--- config.mk ---
export PLATFORM = sky130hd
export DESIGN_NAME = cpu_clock_ctrl
export DESIGN_NICKNAME = d
export VERILOG_FILES = /design/src/rtl/cpu_clock_ctrl_pkg.sv /design/src/rtl/ce_rate_counter.sv /design/src/rtl/cpu_clock_ctrl.sv
export SDC_FILE = /design/constraint.sdc
export NUM_CORES = 1
export LEC_CHECK = 0
export CAP_MARGIN = 10
export CORE_UTILIZATION = 60
export CTS_CLUSTER_SIZE = 20
export DETAILED_ROUTE_END_ITERATION = 8
export DONT_BUFFER_PORTS = 1
export PLACE_DENSITY = 0.76
export SYNTH_ARGS = -nofsm -noshare
export SYNTH_HDL_FRONTEND = slang
export SYNTH_SLANG_ARGS = --single-unit
--- constraint.sdc ---
create_clock -name clk -period 6.9 [get_ports clk]
set_input_delay 1.38 -clock clk [delete_from_list [all_inputs] [get_ports clk]]
set_output_delay 1.38 -clock clk [all_outputs]
set_load 0.1 [all_outputs]
--- src/rtl/cpu_clock_ctrl_pkg.sv ---
// Shared types and constants for the CPU clock-enable sequencer.
package cpu_clock_ctrl_pkg;

    typedef enum logic [1:0] {
        IDLE   = 2'd0,
        RUN    = 2'd1,
        STEP   = 2'd2,
        HALTED = 2'd3
    } state_t;

    localparam int unsigned DEFAULT_DIV = 250000;

endpackage

--- src/rtl/ce_rate_counter.sv ---
// Divisor register and rate counter; match is high when the count reaches the divisor.
module ce_rate_counter #(
    parameter int unsigned DIV_WIDTH   = 20,
    parameter int unsigned DEFAULT_DIV = 250000
) (
    input  logic                 clk,
    input  logic                 reset,
    input  logic                 enable,
    input  logic                 clear,
    input  logic                 load,
    input  logic [DIV_WIDTH-1:0] value,
    output logic                 match
);

    logic [DIV_WIDTH-1:0] div_reg;
    logic [DIV_WIDTH-1:0] count;

    assign match = (count == div_reg);

    // A divisor load restarts the count so the new rate applies from the load edge.
    always_ff @(posedge clk) begin
        if (reset) begin
            count   <= '0;
            div_reg <= DIV_WIDTH'(DEFAULT_DIV);
        end else if (load) begin
            div_reg <= value;
            count   <= '0;
        end else if (clear) begin
            count <= '0;
        end else if (enable) begin
            count <= match ? '0 : count + DIV_WIDTH'(1);
        end
    end

endmodule

--- src/rtl/cpu_clock_ctrl.sv ---
// Clock-enable sequencer: stop, free-run at a divided rate, single-step and halt for the core.
module cpu_clock_ctrl #(
    parameter int unsigned DIV_WIDTH   = 20,
    parameter int unsigned DEFAULT_DIV = cpu_clock_ctrl_pkg::DEFAULT_DIV
) (
    input  logic                 clk,
    input  logic                 reset,
    input  logic                 run_req,
    input  logic                 step_req,
    input  logic                 halt,
    input  logic                 resume,
    input  logic                 div_load,
    input  logic [DIV_WIDTH-1:0] div_value,
    output logic                 cpu_ce,
    output logic [31:0]          ce_count,
    output logic [1:0]           state
);

    import cpu_clock_ctrl_pkg::*;

    state_t cur_state;
    state_t next_state;
    logic   ce_next;
    logic   cnt_en;
    logic   cnt_clr;
    logic   match;

    ce_rate_counter #(
        .DIV_WIDTH   (DIV_WIDTH),
        .DEFAULT_DIV (DEFAULT_DIV)
    ) u_rate (
        .clk    (clk),
        .reset  (reset),
        .enable (cnt_en),
        .clear  (cnt_clr),
        .load   (div_load),
        .value  (div_value),
        .match  (match)
    );

    always_ff @(posedge clk) begin
        if (reset) begin
            cur_state <= IDLE;
            cpu_ce    <= 1'b0;
            ce_count  <= '0;
        end else begin
            cur_state <= next_state;
            cpu_ce    <= ce_next;
            if (ce_next) begin
                ce_count <= ce_count + 32'd1;
            end
        end
    end

    always_comb begin
        next_state = cur_state;
        ce_next    = 1'b0;
        cnt_en     = 1'b0;
        cnt_clr    = 1'b0;
        unique case (cur_state)
            IDLE: begin
                if (halt) begin
                    next_state = HALTED;
                end else if (run_req) begin
                    next_state = RUN;
                    cnt_clr    = 1'b1;
                end else if (step_req) begin
                    next_state = STEP;
                    ce_next    = 1'b1;
                end
            end
            RUN: begin
                // Halt suppresses a coincident match; a divisor load also wins over the match.
                if (halt) begin
                    next_state = HALTED;
                    cnt_clr    = 1'b1;
                end else if (!run_req) begin
                    next_state = IDLE;
                end else begin
                    cnt_en  = 1'b1;
                    ce_next = match && !div_load;
                end
            end
            STEP: begin
                next_state = IDLE;
            end
            HALTED: begin
                if (resume && !halt) begin
                    next_state = IDLE;
                end
            end
            default: next_state = IDLE;
        endcase
    end

    assign state = cur_state;

endmodule
After elaboration in Yosys (flattened, before gate mapping)
Cells that the tools add are included.
{"block": "word_totals", "regBits": 75, "input_bits": 27, "output_inout_bits": 35, "wordCells": 40}
{"block": "classes", "n_addsub": 2, "eq_ne": 7, "n_mux": 19, "reduce_logical": 7}
{"cell": "adder 32 x 1 -> 32 bit, second input constant", "count": 1}
{"cell": "adder 20 x 1 -> 20 bit, second input constant", "count": 1}
{"cell": "== test 20 bit", "count": 1}
{"cell": "two-way mux 20 bit", "count": 1}
{"cell": "two-way mux 2 bit", "count": 6}
{"cell": "two-way mux 1 bit", "count": 9}
{"cell": "case mux 2 bit (4 select lines)", "count": 1}
{"cell": "== test 2 bit, second input constant", "count": 2}
{"cell": "inequality test 4 bit, second input constant", "count": 1}
{"cell": "case mux 1 bit (2 select lines)", "count": 2}
{"cell": "inequality test 3 bit, second input constant", "count": 1}
{"cell": "AND reduction 3 bit", "count": 1}
{"cell": "OR reduction 3 bit", "count": 1}
{"cell": "== test 2 x 1 -> 1 bit, second input constant", "count": 1}
{"cell": "logical AND 1 bit", "count": 2}
{"cell": "logical NOT 1 bit", "count": 2}
{"cell": "logical NOT 2 bit", "count": 1}
{"cell": "inequality test 2 bit, second input constant", "count": 1}

Logic depth before layout (Yosys ltp)
{"block": "depth", "ltp_word": 5, "ltp_mapped": 10, "mapped_depth_nobuf": 7}

By module
From an unflattened synthesis, not the netlist that was laid out.
{"block": "hier_totals", "cells_unflattened": 420, "hier_area_um2": 3729.8}
{"module": "cpu_clock_ctrl", "n_inst": 1, "cells_per_inst": 220, "area_per_inst_um2": 1874.3, "seq_area_each_um2": 700.7}
{"module": "ce_rate_counter", "n_inst": 1, "cells_per_inst": 200, "area_per_inst_um2": 1855.5, "seq_area_each_um2": 800.8}

Worst setup path before layout
Ideal clock, no wire load.
{"block": "synth_timing", "path_type": "input to register", "start": "in run_req", "end": "reg ce_count[8]", "setup_time_ps": 132, "t_arrival_ps": 3451, "required_ps": 6768, "setup_slack_ps": 3317, "cell_stages": 10, "n_path_buf": 4, "path_cell_list": "nor4bb_1 > buf_4 > nand4_1 > or4_1 > o31a_1 > buf_6 > clkbuf_1 > clkbuf_1 > o31ai_1 > a21oi_1"}
{"block": "synth_between", "elab_chain_len": 3, "word_cells_on_any_way": 5, "cone_classes": "5 x mux"}
{"item": "start: declaration", "line_no": "cpu_clock_ctrl.sv:8", "source": "input logic run_req,"}
{"item": "two-way mux 1 bit, on equally long branches", "line_no": "cpu_clock_ctrl.sv:77, cpu_clock_ctrl.sv:64"}
{"item": "two-way mux 1 bit, on equally long branches", "line_no": "cpu_clock_ctrl.sv:74, cpu_clock_ctrl.sv:62"}
{"item": "case mux 1 bit (2 select lines) *", "line_no": "cpu_clock_ctrl.sv:60", "source": "unique case (cur_state)"}
{"item": "end signal: assignment", "line_no": "cpu_clock_ctrl.sv:50", "source": "ce_count <= ce_count + 32'd1;"}
{"item": "end: declaration", "line_no": "cpu_clock_ctrl.sv:15", "source": "output logic [31:0] ce_count,"}
Every way passes the cells marked *; elsewhere a longest branch is shown, timed or not.
A chain may end at the register's enable or synchronous reset.

Worst setup path in the final report
{"block": "layout_timing", "start": "reg cur_state[0] (netlist: state[0])", "end": "reg ce_count[13]"}
{"block": "layout_between", "elab_chain_len": 2, "word_cells_on_any_way": 3, "cone_classes": "1 x eq/ne; 1 x mux; 1 x reduce/logical"}
{"item": "start: declaration", "line_no": "cpu_clock_ctrl.sv:21", "source": "state_t cur_state;"}
{"item": "start signal: assignment", "line_no": "cpu_clock_ctrl.sv:47", "source": "cur_state <= next_state;"}
{"item": "== test 2 x 1 -> 1 bit / logical NOT 2 bit (equally long branches)", "line_no": "cpu_clock_ctrl.sv:60"}
{"item": "case mux 1 bit (2 select lines) *", "line_no": "cpu_clock_ctrl.sv:60"}
Marks and branches as above.

==> results.json <==
{
  "rows": 27,
  "crit_required_ns": 7.18,
  "final_antenna_net_count": 0,
  "netlist-cell-type-count": 33,
  "rrSetupSlack_ns": 2.68,
  "regArea_um2": 1500,
  "syn_inst": 407,
  "multi_input_area_um2": 1900,
  "p_per_area_nw_per_um2": 240,
  "fin_tns_setup_ns": 0,
  "clock-root-buffer": "clkbuf_8",
  "cts_buffers": 9,
  "placed_area_um2": 3530,
  "synth_edf_count": 0,
  "worstHoldPathCells": 2,
  "yosys_warnings": 0,
  "drt_pre_antenna_iters": 5,
  "wl_per_cell_um": 15.8,
  "synth_area_um2": 3520,
  "design_area_um2": 3770,
  "drc": 0,
  "postCtsSetupBuffers": 0,
  "ys.flop_type": "dfxtp_1",
  "largest_reg_flops": 32,
  "dieArea_um2": 6180,
  "reg2regPathDepth": 6,
  "syn2layout_area_growth_pct": 7.15,
  "maxCapViolCount": 0,
  "antenna_found_initial": 0,
  "hold_path_class": "flop to flop",
  "clk_pin_slew_ns": 0.08,
  "clk-insertion-delay-late_ns": 0.35,
  "syn_nets": 436,
  "drive_gt1_frac": 0.0496,
  "htree_levels": 3,
  "cp_max_fo": 63,
  "async_reset_ff_frac": 0,
  "die_h_um": 78.6,
  "timing.slew.headroom": 0.235,
  "setup_viol": 0,
  "p_leak_uw": 0.00125,
  "synth.avg_cell_area_um2": 8.65,
  "hold_buffers": 0,
  "hold_ws_ns": 0.523,
  "cts_buffer_depth": 2,
  "ys_seq_area_frac": 0.427,
  "grt_start_max_net_pins": 64,
  "die_w_um": 78.6,
  "cts_resized": 0,
  "drv_slew": 0,
  "peakVddDrop_uv": 171,
  "ios": 62,
  "first_global_vias": 2576,
  "tightestPinTransition_ns": 1.15,
  "fp.coreArea_um2": 5570,
  "fmax_mhz": 237,
  "cts_sinks": 75,
  "diodes": 0,
  "cts_tree": "done",
  "fillCellCount": 451,
  "hpwl_mm": 4.85,
  "gp_congestion": 0.821,
  "drt-vias-per-instance": 6.13,
  "routed_wl_mm": 7.53,
  "status": "finished, final reports clean",
  "ys_seq_elements": 75,
  "routed-via-count": 2912,
  "nets": 427,
  "drt_iter0_drc": 175,
  "period_share": 0.611,
  "start_util": 0.631,
  "rsz0062_at_grt": "false",
  "io_buffers": 0,
  "grt_pass1_wl_mm": 12.2,
  "period_minus_slack_ns": 4.22,
  "startpoint_type": "flop",
  "fin_skew_ns": 0.0110,
  "cp_data_arrival_time_ns": 4.50,
  "cp-end-kind": "flop",
  "hold_violations": 0,
  "grt_usage": 0.255,
  "grt-ovfl-total": 0,
  "crit_type": "flop to flop"
}
## through the flow
step / total power (µW) / instances / setup slack (ns) / utilization
floorplan: 508 / 407 / 3.32 / -
global placement: 506 / 459 / 2.55 / 0.633
detailed placement: 507 / 459 / 2.39 / 0.633
finish: 906 / 475 / 2.68 / 0.677
global route: 937 / 475 / 2.39 / 0.677
CTS: 911 / 475 / 2.68 / 0.677
## worst max-delay path, cell delays in order, from the launching register on
cell      delay (ns)
dfxtp_1         1.06
nor4bb_1        0.96
nand4_1         0.15
or4_1           0.56
o31a_2          0.62
or4_1           0.62
a21oi_1         0.16
## per-layer routing
layer | global-route usage | part of all wire | routed length, µm | up-vias
li1 | - | - | - | 1451
met1 | 0.300 | 0.43 | 3210 | 1381
met2 | 0.443 | 0.51 | 3840 | 69
met3 | 0.0512 | 0.047 | 354 | 11
met4 | 0.120 | 0.016 | 120 | 0
met5 | 0 | 0 | 0 | -
## cells by family after synthesis
family | after synthesis | synth area share
muxes | 15 | 0.0427
and+or+nand+nor | 174 | 0.261
buffers and inverters | 26 | 0.0331
AOI/OAI and AO/OA | 75 | 0.130
adders and majority gates | 2 | 0.00711
xor gates and xnor gates | 40 | 0.0995
DFF | 75 | 0.427
## power breakdown
part           switching (µW)  internal (µW)
clock network             158            251
logic                    16.3           17.3
registers                21.8            442
total                     196            710
## cells in the final DEF, fill, tap and decap left out, drive strengths merged, types with 2 or more instances in the layout
cell,count
nand2,21
nor2b,9
nand4,18
a211o,7
ha,2
inv,3
xor2,20
and2,3
mux2i,15
o21ai,14
bufinv,3
nor3,2
nor4,4
or3,17
buf,3
o31a,2
xnor2,20
a21oi,34
nor2,51
o31ai,16
nand3,18
and3,10
clkbuf,12
or4,17
dfxtp,75
## layout make-up
cell class / instances / area share
Sequential cell: 75 / 0.398
Multi-Input combinational cell: 306 / 0.505
Clock inverter: 4 / 0.0259
Timing Repair Buffer: 3 / 0.00597
Inverter: 3 / 0.00299
Tap cell: 72 / 0.0239
Clock buffer: 12 / 0.0385
## synthesized netlist by cell type (10+ instances only)
cell type / n / share of area
nand3_1: 18 / 0.026
nand2_1: 21 / 0.022
or4_1: 17 / 0.036
dfxtp_1: 75 / 0.43
and3_1: 10 / 0.018
nand4_1: 18 / 0.032
xnor2_1: 20 / 0.050
xor2_1: 20 / 0.050
o31ai_1: 16 / 0.034
or3_1: 17 / 0.030
o21ai_0: 14 / 0.020
nor2_1: 51 / 0.054
clkbuf_1: 19 / 0.020
mux2i_1: 15 / 0.043
a21oi_1: 34 / 0.048
## final timing paths
path / start / end
worst max-delay path: state[0]$_SDFFE_PP0P_ / ce_count[13]$_SDFFE_PP0P_
worst min-delay path: u_rate.div_reg[9]$_SDFFE_PP0P_ / u_rate.div_reg[9]$_SDFFE_PP0P_
worst max register to register: state[0]$_SDFFE_PP0P_ / ce_count[13]$_SDFFE_PP0P_
worst min register to register: u_rate.div_reg[9]$_SDFFE_PP0P_ / u_rate.div_reg[9]$_SDFFE_PP0P_
No activity file was read; power rests on OpenSTA's default activity.
